===== config.mk =====
export PLATFORM = sky130hd
export DESIGN_NAME = pipe_stage_reg
export DESIGN_NICKNAME = d
export VERILOG_FILES = /design/src/rtl/pipe_pkg.sv /design/src/rtl/pipe_stage_reg.sv
export SDC_FILE = /design/constraint.sdc
export NUM_CORES = 1
export LEC_CHECK = 0
export CAP_MARGIN = 40
export CORE_ASPECT_RATIO = 0.75
export CORE_UTILIZATION = 57
export CTS_BUF_LIST = sky130_fd_sc_hd__clkbuf_16
export DETAILED_ROUTE_END_ITERATION = 12
export DONT_BUFFER_PORTS = 1
export GPL_ROUTABILITY_DRIVEN = 0
export PLACE_DENSITY = 0.86
export SLEW_MARGIN = 20
export SYNTH_ARGS = -nofsm -noshare
export SYNTH_HDL_FRONTEND = slang
export SYNTH_SLANG_ARGS = --single-unit

===== constraint.sdc =====
create_clock -name clk -period 2.9 [get_ports clk]
set_input_delay 0.435 -clock clk [delete_from_list [all_inputs] [get_ports clk]]
set_output_delay 0.435 -clock clk [all_outputs]
set_load 0.02 [all_outputs]

===== src/rtl/pipe_pkg.sv =====
// ---------------------------------------------------------------------------
// pipe_pkg
// Shared definitions for the generic CPU pipeline-stage register:
//   - stage occupancy state encodings (also used directly as the occupancy
//     count: EMPTY=0, ONE=1, FULL=2)
//   - payload widths of the four inter-stage registers
// ---------------------------------------------------------------------------
package pipe_pkg;

    typedef logic [1:0] stage_state_t;

    localparam stage_state_t ST_EMPTY = 2'd0;
    localparam stage_state_t ST_ONE   = 2'd1;
    localparam stage_state_t ST_FULL  = 2'd2;

    // IF/ID : {pc, instr}
    localparam int unsigned IF_ID_W  = 64;
    // ID/EX : {pc, rs1_val, rs2_val, imm, ctrl}
    localparam int unsigned ID_EX_W  = 160;
    // EX/MEM: {alu_res, store_data, rd, ctrl}
    localparam int unsigned EX_MEM_W = 80;
    // MEM/WB: {wb_data, rd, ctrl}
    localparam int unsigned MEM_WB_W = 48;

endpackage : pipe_pkg


===== src/rtl/pipe_stage_reg.sv =====
// ---------------------------------------------------------------------------
// pipe_stage_reg
// Parametrised valid/ready pipeline-stage register placed between CPU stages.
// SKID=1 : output register plus one overflow (skid) register; in_ready is
//          registered, so there is no out_ready -> in_ready combinational path.
// SKID=0 : single register; in_ready = ~out_valid | out_ready.
// Both modes give 1-cycle latency and 1 beat/cycle with out_ready held high.
//
// Ports:
//   clk        rising-edge clock
//   reset      synchronous active-high reset (also acts as a flush)
//   flush      drops all held beats and any beat offered this cycle
//   in_valid   upstream beat valid
//   in_ready   stage can accept a beat this cycle
//   in_data    upstream payload [DATA_W]
//   out_valid  downstream beat valid
//   out_ready  downstream accepts the beat (0 = stall)
//   out_data   payload to the next stage [DATA_W]
//   occupancy  number of beats held (0..2)
// ---------------------------------------------------------------------------
module pipe_stage_reg
    import pipe_pkg::*;
#(
    parameter int unsigned DATA_W       = IF_ID_W,
    parameter bit          SKID         = 1'b1,
    parameter bit          CLR_ON_EMPTY = 1'b1
) (
    input  logic              clk,
    input  logic              reset,
    input  logic              flush,
    input  logic              in_valid,
    output logic              in_ready,
    input  logic [DATA_W-1:0] in_data,
    output logic              out_valid,
    input  logic              out_ready,
    output logic [DATA_W-1:0] out_data,
    output logic [1:0]        occupancy
);

    stage_state_t      state_q, state_d;
    logic [DATA_W-1:0] main_q,  main_d;
    logic              push;
    logic              pop;

    assign out_valid = (state_q != ST_EMPTY);
    assign push      = in_valid & in_ready;
    assign pop       = out_valid & out_ready;
    assign occupancy = state_q;
    // Zero-bubble convention: an empty stage presents an all-zero payload.
    assign out_data  = (CLR_ON_EMPTY && !out_valid) ? '0 : main_q;

    generate
        if (SKID) begin : g_skid
            logic [DATA_W-1:0] skid_q, skid_d;
            logic              in_ready_q;

            // Reset forces in_ready low during the reset cycle itself; the
            // register already holds 1 so it is high on the first free cycle.
            assign in_ready = in_ready_q & ~reset;

            // NOTE: every signal assigned in an always_comb gets a default
            // first, otherwise uncovered paths infer latches.
            always_comb begin
                state_d = state_q;
                main_d  = main_q;
                skid_d  = skid_q;
                case (state_q)
                    ST_EMPTY: begin
                        if (push) begin
                            state_d = ST_ONE;
                            main_d  = in_data;
                        end
                    end
                    ST_ONE: begin
                        if (push && !pop) begin
                            state_d = ST_FULL;
                            skid_d  = in_data;
                        end else if (pop && !push) begin
                            state_d = ST_EMPTY;
                            if (CLR_ON_EMPTY) main_d = '0;
                        end else if (push && pop) begin
                            main_d  = in_data;
                        end
                    end
                    ST_FULL: begin
                        // in_ready is low here, so only a pop can happen.
                        if (pop) begin
                            state_d = ST_ONE;
                            main_d  = skid_q;
                        end
                    end
                    default: begin
                        state_d = ST_EMPTY;
                        main_d  = '0;
                    end
                endcase
                if (flush) begin
                    state_d = ST_EMPTY;
                    main_d  = '0;
                end
            end

            // NOTE: the skid register is pure data qualified by state_q, so
            // it is deliberately left out of reset.
            always_ff @(posedge clk) begin
                skid_q <= skid_d;
                if (reset) begin
                    in_ready_q <= 1'b1;
                end else begin
                    in_ready_q <= (state_d != ST_FULL);
                end
            end
        end else begin : g_noskid
            assign in_ready = (~out_valid | out_ready) & ~reset;

            always_comb begin
                state_d = state_q;
                main_d  = main_q;
                if (push) begin
                    state_d = ST_ONE;
                    main_d  = in_data;
                end else if (pop) begin
                    state_d = ST_EMPTY;
                    if (CLR_ON_EMPTY) main_d = '0;
                end
                if (flush) begin
                    state_d = ST_EMPTY;
                    main_d  = '0;
                end
            end
        end
    endgenerate

    // NOTE: sequential state uses non-blocking assignments so every register
    // samples its pre-edge inputs regardless of evaluation order.
    always_ff @(posedge clk) begin
        if (reset) begin
            state_q <= ST_EMPTY;
            main_q  <= '0;
        end else begin
            state_q <= state_d;
            main_q  <= main_d;
        end
    end

endmodule : pipe_stage_reg


; Yosys cells after proc, flatten, opt, wreduce, memory -nomap -nowiden
; Cells that the tools add are included.
[totals]
regBits = 131
in_bits = 69
output_inout_bits = 68
elab_cells = 38
[classes]
n_eq_ne = 7
mux = 13
bitwise_logic = 4
n_reduce_logical = 10
[ops]
columns = op, count
row1 = 64-bit two-way mux, 6
row2 = 64-bit one-hot mux with 3 select lines, 1
row3 = 2-bit two-way mux, 5
row4 = 2-bit inequality test (second input constant), 4
row5 = 2-bit one-hot mux with 3 select lines, 1
row6 = 4-bit AND reduction, 1
row7 = 1-bit bitwise AND, 3
row8 = 1-bit logical AND, 3
row9 = 3-bit inequality test (second input constant), 1
row10 = 2-bit by 1-bit == test with 1-bit output (second input constant), 1
row11 = 2-bit == test (second input constant), 1
row12 = 1-bit logical NOT, 2
row13 = 2-bit logical NOT, 1
row14 = 2-bit AND reduction, 1
row15 = 2-bit nonzero test, 1
row16 = 2-bit OR reduction, 1
row17 = 1-bit inverter, 1

; Logic depth before layout (Yosys ltp)
; Gate-level depths: netlist (run 1).
[depth]
word_depth = 10
ltp_mapped = 7
depth_no_buf = 4

; Least setup slack after synthesis (run 1)
; Ideal clock, no wire load.
[synth_path]
path_type = input-to-reg
from = in reset
to = reg g_skid.skid_q[0] (enable)
setup_ps = 429
t_arrival_ps = 2596
t_required_ps = 2471
slack_ps = -125
stages = 5
path_buffers = 3
path_cell_list = and3b_1 > buf_6 > buf_8 > buf_2 > and3b_1
[synth_via]
elab_chain_cells = 5
[synth_rtl]
columns = element, line
row1 = start: declaration, pipe_stage_reg.sv:29  ; input logic reset,
row2 = 1-bit inverter, pipe_stage_reg.sv:59  ; assign in_ready = in_ready_q & ~reset;
row3 = 1-bit bitwise AND, pipe_stage_reg.sv:59
row4 = 1-bit bitwise AND, pipe_stage_reg.sv:46  ; assign push = in_valid & in_ready;
row5 = 1-bit logical AND, pipe_stage_reg.sv:75  ; if (push && !pop) begin
row6 = 2-bit AND reduction (no source line), -
row7 = end signal: assignment, pipe_stage_reg.sv:106  ; skid_q <= skid_d;
row8 = end: declaration, pipe_stage_reg.sv:54  ; logic [DATA_W-1:0] skid_q, skid_d;
; Every way passes these cells.
; A chain may end at the register's enable or synchronous reset.

; Worst setup path after layout (run 1)
[layout_path]
from = reg state_q[0] (netlist: occupancy[0])
to = out out_data[49]
[layout_via]
elab_chain_cells = 2
[layout_rtl]
columns = element, line
row1 = start: declaration, pipe_stage_reg.sv:40  ; stage_state_t state_q, state_d;
row2 = start signal: assignment, pipe_stage_reg.sv:141  ; state_q <= state_d;
row3 = 2-bit nonzero test, pipe_stage_reg.sv:45  ; assign out_valid = (state_q != ST_EMPTY);
row4 = via out_valid, pipe_stage_reg.sv:34  ; output logic out_valid,
row5 = 64-bit two-way mux, pipe_stage_reg.sv:50  ; assign out_data = (CLR_ON_EMPTY && !out_valid) ? '0 : main_q;
row6 = end: declaration, pipe_stage_reg.sv:36  ; output logic [DATA_W-1:0] out_data,
; The timed path passes the listed nets, and every way through them passes these cells.

==> flow_metrics.env, run 1 <==
export IMPL_worst_path_max_delay_cell="dfxtp_1"
export IMPL_cp_end_kind="output port"
export IMPL_drt_iter0_drc=363
export IMPL_io_buffers=0
export IMPL_area_delta_synth_final_pct=10.1
export IMPL_clk_pin_slew_ns=0.05
export IMPL_synthTopCellsByArea="edfxtp_1 35%, dfxtp_1 24%, o21ai_0 11%, a22o_1 10%, and2_1 7.2%"
export IMPL_num_rows=30
export IMPL_hold_viol=0
export IMPL_ctsHoldBuffers=0
export IMPL_r2r_cells=5
export IMPL_rsz0062_at_grt="false"
export IMPL_grt_use_total_pct=25.4
export IMPL_dr_pass1_iters=4
export IMPL_wl_per_cell_um=19.4
export IMPL_ys_seq_area_share_pct=58.9
export IMPL_clkLatencyLatePin_ns=0.41
export IMPL_antenna_found_initial=0
export IMPL_setup_viol_count_final=0
export IMPL_post_route_period_util_pct=91.6
export IMPL_top_layer_used="met4"
export IMPL_synth_area_per_cell_um2=10.6
export IMPL_p_per_area_nw_per_um2=677
export IMPL_worstSetupPathType="reg -> out"
export IMPL_post_route_drc_count=0
export IMPL_fillers=697
export IMPL_synth_cell_type_count=27
export IMPL_min_delay_path_depth=1
export IMPL_io_pins=137
export IMPL_final_antenna_net_count=0
export IMPL_ys_seq_elements=131
export IMPL_arrival_ns=2.22
export IMPL_hold_path_class="in -> reg"
export IMPL_vias=3918
export IMPL_power_mw=4.13
export IMPL_ir_drop_uv=552
export IMPL_die_w_um=116
export IMPL_period_minus_slack_ns=2.66
export IMPL_final_layout_size_suffix_gt1_share_pct=9.11
export IMPL_startpoint_type="flip-flop"
export IMPL_clockRootBuffer="clkbuf_16"
export IMPL_grt_overflow=0
export IMPL_dr_wl_met2_um=6010
export IMPL_synth_nets=592
export IMPL_synth_warnings=0
export IMPL_fmax_mhz=377
export IMPL_cts_max_level=4
export IMPL_cts_buffer_depth=2
export IMPL_die_h_um=87.4
export IMPL_dp_hpwl_um=7150
export IMPL_syn_cell_area_um2=5540
export IMPL_outcome="completed"
export IMPL_crit_chain="or2_2 -> buf_4 -> and2_1"
export IMPL_multi_input_area_um2=2030
export IMPL_fin_tns_setup_ns=0
export IMPL_whs_ns=0.113
export IMPL_coreArea_um2=9230
export IMPL_clock_sinks=131
export IMPL_post_cts_buffers=0
export IMPL_yosys_area_top_type="edfxtp_1"
export IMPL_clock_skew_ns=0.00620
export IMPL_wl_met1_um=5200
export IMPL_regArea_um2=3260
export IMPL_required_ns=2.47
export IMPL_start_util_pct=60.0
export IMPL_cts_buffers=17
export IMPL_maxSlewViolCount=0
export IMPL_slew_headroom_pct=51.0
export IMPL_diodes=0
export IMPL_synthCells=523
export IMPL_post_cts_resized=0
export IMPL_synth_top_area_share_pct=34.7
export IMPL_viasPerCell=6.08
export IMPL_cpPeakStageDelay_ns=0.60
export IMPL_crit_fanout=40
export IMPL_maxCapViolCount=0
export IMPL_fp_dieArea_um2=10100
export IMPL_worstMarginPinSlew_ns=0.735
export IMPL_grt_first_pass_wirelength_um=19300
export IMPL_grt_max_degree=67
export IMPL_cts_tree="done"
export IMPL_grt_pass1_vias=3642
export IMPL_wl_um=12500
export IMPL_route_met3_wl_um=1160
export IMPL_p_leak_nw=2.08
export IMPL_final_nets=572
## report_power, final
group | switching [mW] | internal (mW)
sequential | 0.0171 | 1.97
combinational | 0.105 | 0.0533
clock | 0.742 | 1.24
## layout by cell type, fill, tap and decap left out, types with 3 or more instances in the layout
master / instances
inv_1: 4
dfxtp_1: 66
a22o_1: 64
clkinv_1: 4
clkinvlp_4: 3
clkbuf_16: 17
and2_1: 64
buf_4: 9
o21ai_0: 127
edfxtp_1: 64
nand2_1: 65
clkinv_2: 4
## Yosys cell counts
library cell  count
a21oi_1           1
a21oi_4           1
a22o_1           64
a31oi_1           2
a31oi_2           1
and2_1           64
and2b_1           2
and3b_1           2
buf_2            12
buf_4             8
buf_6             2
buf_8             1
clkbuf_1         26
dfxtp_1          67
edfxtp_1         64
inv_1             2
nand2_1          66
nand2b_4          1
nand4bb_1         1
nor2_4            1
nor2b_1           1
nor3_1            1
nor3b_1           1
nor3b_2           1
o21ai_0         127
o21ai_1           2
or2_1             2
## routing by layer
layer	track usage [%]	up-vias
li1	-	1838
met1	33.3	1895
met2	38.7	172
met3	8.56	13
met4	10.6	0
met5	0	-
## per-stage QoR
step | instance area [µm²] | cells | utilization [%] | setup slack, ns
CTS | 6100 | 644 | 66.0 | 0.213
finish | 6100 | 644 | 66.0 | 0.245
global placement | 5550 | 612 | 60.1 | 0.733
global route | 6100 | 644 | 66.0 | 0.0756
floorplan | 5540 | 523 | - | 0.582
detailed placement | 5550 | 612 | 60.1 | 0.660
## critical path: cells and delay by family (launching register included)
family                 cells  cell delay, ns
DFF                        1            0.60
and+or+nand+nor            2            0.77
buffers and inverters      1            0.43
## logic make-up (layout without fill, tap and decap cells)
logic type,after synthesis,in the layout,synth area share [%]
AOI/OAI and AO/OA,198,198,22.6
buffers and inverters,51,44,4.74
DFF,131,131,58.9
and+or+nand+nor,143,143,13.7
## registers in the layout, summed over array words and instances, names as in the netlist
name / cells
g_skid.skid_q: 64
main_q: 64
occupancy: 2
g_skid.in_ready_q: 1
## cell type report
type / instances / area share, %
inverter: 2 / 0.123
multi-input combinational: 341 / 33.2
tap: 128 / 2.63
clock inverter: 15 / 2.05
clock buffer: 17 / 6.98
sequential: 131 / 53.6
timing repair buffer: 10 / 1.44
## final timing paths
| check | start | endpoint | slack [ns] |
|---|---|---|---|
| max | occupancy[0]$_SDFF_PP0_ | out_data[49] | 0.24 |
| min | out_ready | occupancy[1]$_SDFF_PP0_ | 0.11 |
| min reg2reg | main_q[13]$_SDFFE_PP0P_ | main_q[13]$_SDFFE_PP0P_ | 0.47 |
| max reg2reg | occupancy[0]$_SDFF_PP0_ | main_q[39]$_SDFFE_PP0P_ | 0.66 |
Note: power is estimated with default switching activity, not from simulation.
==> run 2: changes to the inputs <==
- CORE_UTILIZATION: 57 -> 63
- PLACE_DENSITY: 0.86 -> 0.9
- clock period: 2.9 -> 2.6 ns (I/O delays scaled with it)
==> run 2 against run 1 <==
Effect of this change:
- sequential share of layout area fell by 0.23 points
- clock power rose by 12%
- largest cell class unchanged
- non-clock buffer count rose by 4
==> flow_metrics.env, run 2 (synthesized netlist as in run 1, its figures left out) <==
export IMPL_hold_viol=0
export IMPL_final_common_cell="o21ai_0"
export IMPL_period_minus_slack_ns=2.38
export IMPL_cts_max_level=4
export IMPL_drt_iter0_drc=215
export IMPL_worstMarginPinSlew_ns=0.667
export IMPL_grt_max_degree=67
export IMPL_layout_common_cells="127 x o21ai_0, 66 x dfxtp_1, 65 x nand2_1"
export IMPL_dp_hpwl_um=7390
export IMPL_antenna_found_initial=0
export IMPL_worst_path_max_delay_cell="dfxtp_2"
export IMPL_io_buffers=0
export IMPL_num_rows=29
export IMPL_endpoint="out_data[22]"
export IMPL_clk_pin_slew_ns=0.05
export IMPL_outcome="completed"
export IMPL_p_leak_nw=2.12
export IMPL_reg2reg_to="main_q[13]$_SDFFE_PP0P_"
export IMPL_area_delta_synth_final_pct=10.5
export IMPL_die_h_um=83.2
export IMPL_cpPeakStageDelay_ns=0.62
export IMPL_cpLargestDelayFamily="flip-flops"
export IMPL_maxCapViolCount=0
export IMPL_coreArea_um2=8490
export IMPL_fmax_mhz=419
export IMPL_fillers=591
export IMPL_final_layout_size_suffix_gt1_share_pct=10.0
export IMPL_vias=3868
export IMPL_ir_drop_uv=683
export IMPL_crit_cells=3
export IMPL_rsz0062_at_grt="false"
export IMPL_worstSetupPathType="reg -> out"
export IMPL_cp_end_kind="output port"
export IMPL_p_per_area_nw_per_um2=755
export IMPL_cts_buffers=17
export IMPL_clockRootBuffer="clkbuf_16"
export IMPL_fin_tns_setup_ns=0
export IMPL_post_route_drc_count=0
export IMPL_crit_start="occupancy[1]$_SDFF_PP0_"
export IMPL_crit_fanout=65
export IMPL_final_nets=576
export IMPL_post_cts_buffers=0
export IMPL_clkLatencyLatePin_ns=0.42
export IMPL_die_w_um=110
export IMPL_finalWorstSetupSlack_ns=0.216
export IMPL_required_ns=2.21
export IMPL_ctsHoldBuffers=0
export IMPL_io_pins=137
export IMPL_clock_sinks=131
export IMPL_diodes=0
export IMPL_dr_pass1_iters=5
export IMPL_r2r_start="g_skid.in_ready_q$_SDFF_PP1_"
export IMPL_fp_dieArea_um2=9180
export IMPL_arrival_ns=1.99
export IMPL_viasPerCell=6.16
export IMPL_grt_first_pass_wirelength_um=19300
export IMPL_crit_chain="or2_2 -> buf_6 -> and2_1"
export IMPL_pre_cts_ws_ns=0.391
export IMPL_slew_headroom_pct=55.5
export IMPL_hold_path_class="in -> reg"
export IMPL_startpoint_type="flip-flop"
export IMPL_grt_pass1_vias=3867
export IMPL_start_util_pct=65.2
export IMPL_grt_use_total_pct=28.2
export IMPL_r2r_cells=6
export IMPL_setup_viol_count_final=0
export IMPL_r2r_slack_ns=0.65
export IMPL_cts_tree="done"
export IMPL_post_route_period_util_pct=91.7
export IMPL_worst_path_buf_inv=1
export IMPL_clock_skew_ns=0.00812
export IMPL_maxSlewViolCount=0
export IMPL_cts_buffer_depth=2
export IMPL_final_antenna_net_count=0
export IMPL_min_delay_path_depth=0
export IMPL_wl_per_cell_um=19.7
export IMPL_wl_um=12400
export IMPL_grt_overflow=0
==> run 2: cell count changes in the layout (fill, tap and decap cells not counted) <==
cell	previous run	this run
buf_6	0	1
clkinv_2	4	6
inv_4	0	1
clkinvlp_4	3	1
buf_4	9	11
inv_1	4	3
buf_16	0	1
==> run 2: worst reg2reg max path, delay by kind of cell, from the launching register on <==
family / cells / cell delay (ns)
buf+inv: 2 / 0.69
compound gates: 3 / 0.61
flops: 1 / 0.35
simple gates: 1 / 0.24
==> run 2: per-stage QoR <==
step	utilization (%)	hold slack [ns]	area [µm²]	total power, mW	cells
floorplan	-	0.434	5540	2.40	523
global placement	65.3	0.453	5540	2.43	595
detailed placement	65.3	0.455	5540	2.44	595
CTS	71.7	0.0598	6090	4.63	627
global route	72.1	0.0533	6120	4.76	628
finish	72.1	0.0653	6120	4.62	628
==> run 2: how the worst min path moves through the flow <==
stage | endpoint | start | slack [ns]
6_report | g_skid.skid_q[45]$_DFFE_PP_ | in_data[45] | 0.07
5_1_grt | g_skid.skid_q[34]$_DFFE_PP_ | in_data[34] | 0.05
4_1_cts | g_skid.skid_q[34]$_DFFE_PP_ | in_data[34] | 0.06
3_5_place_dp | main_q[22]$_SDFFE_PP0P_ | main_q[22]$_SDFFE_PP0P_ | 0.46
3_3_place_gp | main_q[55]$_SDFFE_PP0P_ | main_q[55]$_SDFFE_PP0P_ | 0.45
2_1_floorplan | main_q[62]$_SDFFE_PP0P_ | main_q[62]$_SDFFE_PP0P_ | 0.43
==> run 2: cell type report <==
cell class / count / area, µm² / area share [%]
sequential: 131 / 3260 / 53.3
multi-input combinational: 341 / 2030 / 33.1
clock buffer: 17 / 425 / 6.95
timing repair buffer: 14 / 141 / 2.31
tap: 108 / 135 / 2.21
clock inverter: 15 / 123 / 2.00
inverter: 2 / 7.51 / 0.123
==> run 2: routing by layer <==
layer	routed length, µm	global-route usage [%]	vias to the layer above
met2	6040	45.8	170
met1	4880	32.7	1832
met3	1230	10.6	24
met4	236	13.4	0
li1	-	-	1842
met5	0	0	-
==> run 2: where the power goes <==
| group | total [mW] | internal (mW) | switching [mW] |
|---|---|---|---|
| clock | 2.22 | 1.38 | 0.841 |
| combinational | 0.185 | 0.0653 | 0.119 |
| sequential | 2.22 | 2.20 | 0.0182 |
| total | 4.62 | 3.64 | 0.978 |
==> run 2: timing repair <==
action,CTS,global route
gates resized for setup,0,1
setup endpoints to repair,0,3
hold endpoints to repair,0,0
